<file path="config.mk">
export PLATFORM = sky130hd
export DESIGN_NAME = scr1_wb_mem_arb
export DESIGN_NICKNAME = d
export VERILOG_FILES = /design/src/rtl/scr1_wb_arb_pkg.sv /design/src/rtl/scr1_wb_arb_rr.sv /design/src/rtl/scr1_wb_mem_arb.sv
export SDC_FILE = /design/constraint.sdc
export NUM_CORES = 1
export LEC_CHECK = 0
export ABC_AREA = 1
export BUFFER_PORTS_ARGS = -buffer_cell sky130_fd_sc_hd__buf_2
export CAP_MARGIN = 20
export CELL_PAD_IN_SITES_DETAIL_PLACEMENT = 1
export CELL_PAD_IN_SITES_GLOBAL_PLACEMENT = 1
export CORE_ASPECT_RATIO = 0.75
export CORE_MARGIN = 2
export CORE_UTILIZATION = 15
export DETAILED_ROUTE_END_ITERATION = 10
export HOLD_SLACK_MARGIN = 0.12
export PLACE_DENSITY_LB_ADDON = 0.1
export SYNTH_ARGS = -nofsm -noshare
export SYNTH_HDL_FRONTEND = slang
export SYNTH_SLANG_ARGS = --single-unit
</file>
<file path="constraint.sdc">
create_clock -name wb_clk -period 1.5 [get_ports wb_clk]
set_input_delay 0.3 -clock wb_clk [delete_from_list [all_inputs] [get_ports wb_clk]]
set_output_delay 0.3 -clock wb_clk [all_outputs]
set_load 0.01 [all_outputs]
</file>
<file path="src/rtl/scr1_wb_arb_pkg.sv">
// Shared types and constants for the SCR1 imem/dmem Wishbone arbiter.
//   type_scr1_wb_arb_state_e  : arbiter FSM states (IDLE, GNT_I, GNT_D)
//   type_scr1_wb_arb_master_e : master identifiers used for grant tracking
//   SCR1_WB_ARB_RR / SCR1_WB_ARB_FIXED : ARB_MODE encodings
package scr1_wb_arb_pkg;

    typedef enum logic [1:0] {
        IDLE  = 2'd0,
        GNT_I = 2'd1,
        GNT_D = 2'd2
    } type_scr1_wb_arb_state_e;

    typedef enum logic {
        MST_IMEM = 1'b0,
        MST_DMEM = 1'b1
    } type_scr1_wb_arb_master_e;

    localparam int SCR1_WB_ARB_RR    = 0;
    localparam int SCR1_WB_ARB_FIXED = 1;

endpackage : scr1_wb_arb_pkg

</file>
<file path="src/rtl/scr1_wb_arb_rr.sv">
// Two-way winner selector for the imem/dmem arbiter.
// Ports:
//   clk, rst         : clock, asynchronous active-high reset
//   req_imem/dmem    : pending requests from the two masters
//   update           : a grant is being issued this cycle; remember the winner
//   winner           : combinational winner among the current requests
// With ARB_MODE = SCR1_WB_ARB_FIXED dmem always wins a tie; otherwise a tie
// goes to the master that did not win the previous grant.
module scr1_wb_arb_rr
    import scr1_wb_arb_pkg::*;
#(
    parameter int ARB_MODE = SCR1_WB_ARB_RR
) (
    input  logic                     clk,
    input  logic                     rst,
    input  logic                     req_imem,
    input  logic                     req_dmem,
    input  logic                     update,
    output type_scr1_wb_arb_master_e winner
);

    type_scr1_wb_arb_master_e last_grant;

    always_comb begin
        winner = MST_DMEM;
        if (req_imem && !req_dmem) begin
            winner = MST_IMEM;
        end else if (req_imem && req_dmem) begin
            if (ARB_MODE == SCR1_WB_ARB_FIXED) begin
                winner = MST_DMEM;
            end else begin
                winner = (last_grant == MST_DMEM) ? MST_IMEM : MST_DMEM;
            end
        end
    end

    // Reset to DMEM so that the first tie after reset goes to imem.
    always_ff @(posedge clk or posedge rst) begin
        if (rst) begin
            last_grant <= MST_DMEM;
        end else if (update) begin
            last_grant <= winner;
        end
    end

endmodule : scr1_wb_arb_rr

</file>
<file path="src/rtl/scr1_wb_mem_arb.sv">
// Two-master (SCR1 imem + dmem) to one-slave Wishbone classic arbiter.
// One transaction at a time: IDLE -> grant -> release on ack/err -> IDLE.
// Request fields are not registered: the granted master's request is muxed
// straight to the slave and the slave response straight back to it.
// Ports:
//   wb_clk, wb_rst           : clock, asynchronous active-high reset
//   wbd_imem_* / wbd_dmem_*  : master-side request inputs, response outputs
//   wbm_*                    : shared slave request outputs, response inputs
//   wb_arb_tmo_o             : sticky grant-timeout flag (macro only)
// Optional feature macro: SCR1_WB_ARB_TIMEOUT_EN -- grant watchdog of
// TIMEOUT_CYC cycles that errors the stuck master and frees the bus.
module scr1_wb_mem_arb
    import scr1_wb_arb_pkg::*;
#(
    parameter int SCR1_WB_WIDTH = 32,
    parameter int ARB_MODE      = SCR1_WB_ARB_RR,
    parameter int TIMEOUT_CYC   = 256
) (
    input  logic                     wb_clk,
    input  logic                     wb_rst,

    input  logic                     wbd_imem_stb_i,
    input  logic [SCR1_WB_WIDTH-1:0] wbd_imem_adr_i,
    input  logic                     wbd_imem_we_i,
    input  logic [SCR1_WB_WIDTH-1:0] wbd_imem_dat_i,
    input  logic [3:0]               wbd_imem_sel_i,
    output logic [SCR1_WB_WIDTH-1:0] wbd_imem_dat_o,
    output logic                     wbd_imem_ack_o,
    output logic                     wbd_imem_err_o,

    input  logic                     wbd_dmem_stb_i,
    input  logic [SCR1_WB_WIDTH-1:0] wbd_dmem_adr_i,
    input  logic                     wbd_dmem_we_i,
    input  logic [SCR1_WB_WIDTH-1:0] wbd_dmem_dat_i,
    input  logic [3:0]               wbd_dmem_sel_i,
    output logic [SCR1_WB_WIDTH-1:0] wbd_dmem_dat_o,
    output logic                     wbd_dmem_ack_o,
    output logic                     wbd_dmem_err_o,

    output logic                     wbm_stb_o,
    output logic [SCR1_WB_WIDTH-1:0] wbm_adr_o,
    output logic                     wbm_we_o,
    output logic [SCR1_WB_WIDTH-1:0] wbm_dat_o,
    output logic [3:0]               wbm_sel_o,
    input  logic [SCR1_WB_WIDTH-1:0] wbm_dat_i,
    input  logic                     wbm_ack_i,
    input  logic                     wbm_err_i
`ifdef SCR1_WB_ARB_TIMEOUT_EN
    ,
    output logic                     wb_arb_tmo_o
`endif
);

    if (ARB_MODE != SCR1_WB_ARB_RR && ARB_MODE != SCR1_WB_ARB_FIXED) begin : g_bad_mode
        $error("scr1_wb_mem_arb: ARB_MODE must be 0 or 1");
    end
    if (TIMEOUT_CYC < 1) begin : g_bad_tmo
        $error("scr1_wb_mem_arb: TIMEOUT_CYC must be at least 1");
    end

    type_scr1_wb_arb_state_e  state;
    type_scr1_wb_arb_state_e  state_next;
    type_scr1_wb_arb_master_e winner;
    logic                     arb_update;
    logic                     gnt_i;
    logic                     gnt_d;
    logic                     gnt_stb;
    logic                     rsp_done;
    logic                     tmo_hit;

    assign gnt_i    = (state == GNT_I);
    assign gnt_d    = (state == GNT_D);
    assign gnt_stb  = (gnt_i & wbd_imem_stb_i) | (gnt_d & wbd_dmem_stb_i);
    assign rsp_done = wbm_ack_i | wbm_err_i;

    scr1_wb_arb_rr #(
        .ARB_MODE (ARB_MODE)
    ) i_arb_rr (
        .clk      (wb_clk),
        .rst      (wb_rst),
        .req_imem (wbd_imem_stb_i),
        .req_dmem (wbd_dmem_stb_i),
        .update   (arb_update),
        .winner   (winner)
    );

`ifdef SCR1_WB_ARB_TIMEOUT_EN
    localparam int TW = $clog2(TIMEOUT_CYC + 1);
    localparam logic [TW-1:0] TMO_LAST = TW'(TIMEOUT_CYC - 1);

    logic [TW-1:0] tmo_cnt;

    // tmo_cnt holds the number of completed grant cycles, so the cycle in
    // which it equals TIMEOUT_CYC-1 is the TIMEOUT_CYC-th grant cycle. The
    // slave response is deliberately left out of this term so that the
    // slave ack never feeds back into wbm_stb_o combinationally.
    assign tmo_hit = gnt_stb & (tmo_cnt == TMO_LAST);

    always_ff @(posedge wb_clk or posedge wb_rst) begin
        if (wb_rst) begin
            tmo_cnt      <= '0;
            wb_arb_tmo_o <= 1'b0;
        end else begin
            if (arb_update) begin
                tmo_cnt <= '0;
            end else if ((gnt_i | gnt_d) && !rsp_done) begin
                tmo_cnt <= tmo_cnt + TW'(1);
            end
            if (tmo_hit) begin
                wb_arb_tmo_o <= 1'b1;
            end
        end
    end
`else
    assign tmo_hit = 1'b0;
`endif

    always_ff @(posedge wb_clk or posedge wb_rst) begin
        if (wb_rst) begin
            state <= IDLE;
        end else begin
            state <= state_next;
        end
    end

    // A dropped stb while granted is an abort: release without a response.
    always_comb begin
        state_next = state;
        arb_update = 1'b0;
        case (state)
            IDLE: begin
                if (wbd_imem_stb_i || wbd_dmem_stb_i) begin
                    arb_update = 1'b1;
                    state_next = (winner == MST_IMEM) ? GNT_I : GNT_D;
                end
            end
            GNT_I, GNT_D: begin
                if (rsp_done || !gnt_stb || tmo_hit) begin
                    state_next = IDLE;
                end
            end
            default: state_next = IDLE;
        endcase
    end

    always_comb begin
        wbm_stb_o      = 1'b0;
        wbm_adr_o      = '0;
        wbm_we_o       = 1'b0;
        wbm_dat_o      = '0;
        wbm_sel_o      = '0;
        wbd_imem_dat_o = '0;
        wbd_imem_ack_o = 1'b0;
        wbd_imem_err_o = 1'b0;
        wbd_dmem_dat_o = '0;
        wbd_dmem_ack_o = 1'b0;
        wbd_dmem_err_o = 1'b0;
        if (gnt_i) begin
            wbm_stb_o      = wbd_imem_stb_i & ~tmo_hit;
            wbm_adr_o      = wbd_imem_adr_i;
            wbm_we_o       = wbd_imem_we_i;
            wbm_dat_o      = wbd_imem_dat_i;
            wbm_sel_o      = wbd_imem_sel_i;
            wbd_imem_dat_o = wbm_dat_i;
            wbd_imem_ack_o = wbm_ack_i;
            wbd_imem_err_o = wbm_err_i | tmo_hit;
        end else if (gnt_d) begin
            wbm_stb_o      = wbd_dmem_stb_i & ~tmo_hit;
            wbm_adr_o      = wbd_dmem_adr_i;
            wbm_we_o       = wbd_dmem_we_i;
            wbm_dat_o      = wbd_dmem_dat_i;
            wbm_sel_o      = wbd_dmem_sel_i;
            wbd_dmem_dat_o = wbm_dat_i;
            wbd_dmem_ack_o = wbm_ack_i;
            wbd_dmem_err_o = wbm_err_i | tmo_hit;
        end
    end

endmodule : scr1_wb_mem_arb
</file>
==> results.yml <==
status:
  status: "finished with violations"
  violations: "negative setup slack"
logic_synthesis:
  synth-seq-cells: 3
  syn-instance-count: 410
  synth_nets: 589
  syn_avg_cell_area_sq_um: 4.83
  yosysSeqAreaShare_pct: 3.86
  synth_area_sq_um: 1980
  synth_warnings: 0
  synth_cell_types: 16
routing:
  dr.pass1.iters: 4
  finalWirelength_um: 13300
  vias_per_cell: 4.17
  drt_iter0_drc: 69
  drc_errors: 0
  num_vias: 3757
  wire_per_inst_um: 14.7
  postRouteAntennaNets: 0
setup_path:
  crit_path_cell_trace: "inv_2, ha_4, buf_12, buf_12, buf_16, nand2_2, inv_2, buf_6"
  endpoint_kind: "output port"
  cp.required_ns: 1.20
  critPathMaxFanout: 8
  slowest_stage: "dfrtp_1"
  cpPeakStageDelay_ns: 0.39
  crit_path_start_kind: "flop"
  crit_type: "reg -> out"
  worst-path-buf-inv: 6
  crit_arrival_ns: 1.51
  cpLargestDelayFamily: "buffers and inverters"
cells_and_area:
  final_nets: 909
  fill_cells: 1761
  layout_commonest_cell: "buf_2"
  diodes: 0
  drive_gt1_share_pct: 57.5
  register_area_sq_um: 76.3
  syn2layout_area_growth_pct: 128
  multi_input_comb_area_sq_um: 1590
  final_cell_mix: "buf_2, nand2_1, nand3_1"
clock_network:
  root_buffer: "clkbuf_16"
  clk_path_buf_depth: 2
  ctsHtreeMaxLevel: 1
  cts_tree: "built"
  clk_pin_slew_worst_paths_ns: 0.03
  cts_buffers: 3
  clock-sinks: 3
  clk_latency_ns: 0.22
die:
  die_w_um: 137
  coreArea_sq_um: 12900
  dieArea_sq_um: 14100
  die_h_um: 103
  initial_utilization_pct: 15.3
  rows: 36
  io_pins: 314
power:
  ir_drop_mv: 0.591
  power_w: 0.00825
  power.leakage_nw: 3.04
  power.density_nw_per_um2: 1830
flow_run:
  max_cap_viol_count: 0
sta:
  relSlewSlack_pct: 84.8
  setup_viol: 138
  postLayoutSetupSlackWorst_ns: -0.313
  timing.final.crit_share_pct: 121
  worst_pin_slew_ns: 0.225
  fin_skew_ns: 0.000606
  finalMaxSlewViolations: 0
  fin_setup_tns_ns: -35.37
  max_freq_ghz: 0.552
  hold_viol: 0
  finalWorstPathRequiredPeriod_ns: 1.81
  rsz0062_at_grt: "yes"
global_route:
  grt_pass1_wl_um: 18400
  track_usage_pct: 16.2
  first_global_vias: 3605
  antenna_found_initial: 1
  grt_max_degree: 39
  overflow: 0
place:
  place_ws_ns: -0.146
  routabilityCongestion: 0.817
  dp_hpwl_um: 9610
  port_buffers: 313
worst_hold_path:
  min_path_type: "in -> reg"
[registers in the layout, indices dropped and copies added (netlist names)]
name,flops
state,2
i_arb_rr.last_grant,1
[cell usage after synthesis, drive strengths merged]
cell   count  area (sq um)
nand2    215           807
nand3     72           410
inv       41           156
nor2      38           143
buf       35           334
ha         3          37.5
dfrtp      2          50.1
o21ai      2          10.0
a21oi      1          5.00
dfstp      1          26.3
[what timing repair did]
item,in CTS,in global routing
setup endpoints to repair,140,140
hold endpoints to repair,2,0
cloned,9,4
hold buffers,1,0
resized for setup,85,30
pin swaps,3,1
setup buffers,12,2
[metal layers]
metal	global-route usage, %	part of all wire (%)	wire length [um]
met3	2.73	6.2	824
met5	0	0.098	13
met4	1.60	0.90	119
met2	32.1	53	6990
met1	18.8	40	5300
[stage by stage]
| stage | utilization, % | hold WS (ns) | std cells | cell area (sq um) |
|---|---|---|---|---|
| 6_report | 34.9 | 0.474 | 900 | 4510 |
| 5_1_grt | 34.9 | 0.509 | 900 | 4510 |
| 4_1_cts | 33.8 | 0.473 | 897 | 4370 |
| 3_5_place_dp | 28.1 | 0.179 | 872 | 3640 |
| 3_3_place_gp | 28.1 | 0.186 | 872 | 3640 |
| 2_1_floorplan | - | 0.0529 | 410 | 1980 |
[power breakdown]
part	internal, W	total [W]	switching [W]
clock network	0.000351	0.000422	0.0000713
logic	0.00359	0.00766	0.00407
registers	0.000131	0.000170	0.0000389
total	0.00407	0.00825	0.00418
[worst register-to-register path, delay by kind of cell (launching register included)]
family / cells / cell delay, ns
AND/OR/NAND/NOR: 6 / 0.39
flip-flops: 1 / 0.39
buffers and inverters: 3 / 0.42
adder cells (fa/ha/maj): 1 / 0.17
[final cells by class]
class | instances | area share [%]
clock buffer | 4 | 1.75
inverter | 41 | 3.47
multi-input combinational | 331 | 35.2
sequential | 3 | 1.69
tap | 171 | 4.75
timing repair buffer | 350 | 53.1
[cell families after synthesis]
logic type | share of synthesized area (%)
DFF | 3.86
buffers and inverters | 24.8
adders and majority gates | 1.90
AOI/OAI and AO/OA | 0.758
and+or+nand+nor | 68.7
[path summary, 6_finish.rpt]
path                                     start                  end  slack [ns]  cells past startpoint
setup / recovery                      state[1]   wbd_imem_dat_o[12]       -0.31                      8
max in group asynchronous               wb_rst  i_arb_rr.last_grant        0.79                      3
hold reg to reg            i_arb_rr.last_grant  i_arb_rr.last_grant        0.50                      2
min in group asynchronous               wb_rst             state[0]        0.49                      3
setup reg to reg                      state[1]             state[1]           0                     10
hold / removal                  wbd_imem_stb_i  i_arb_rr.last_grant        0.47                      5
Note: power is estimated with default switching activity, not from simulation.
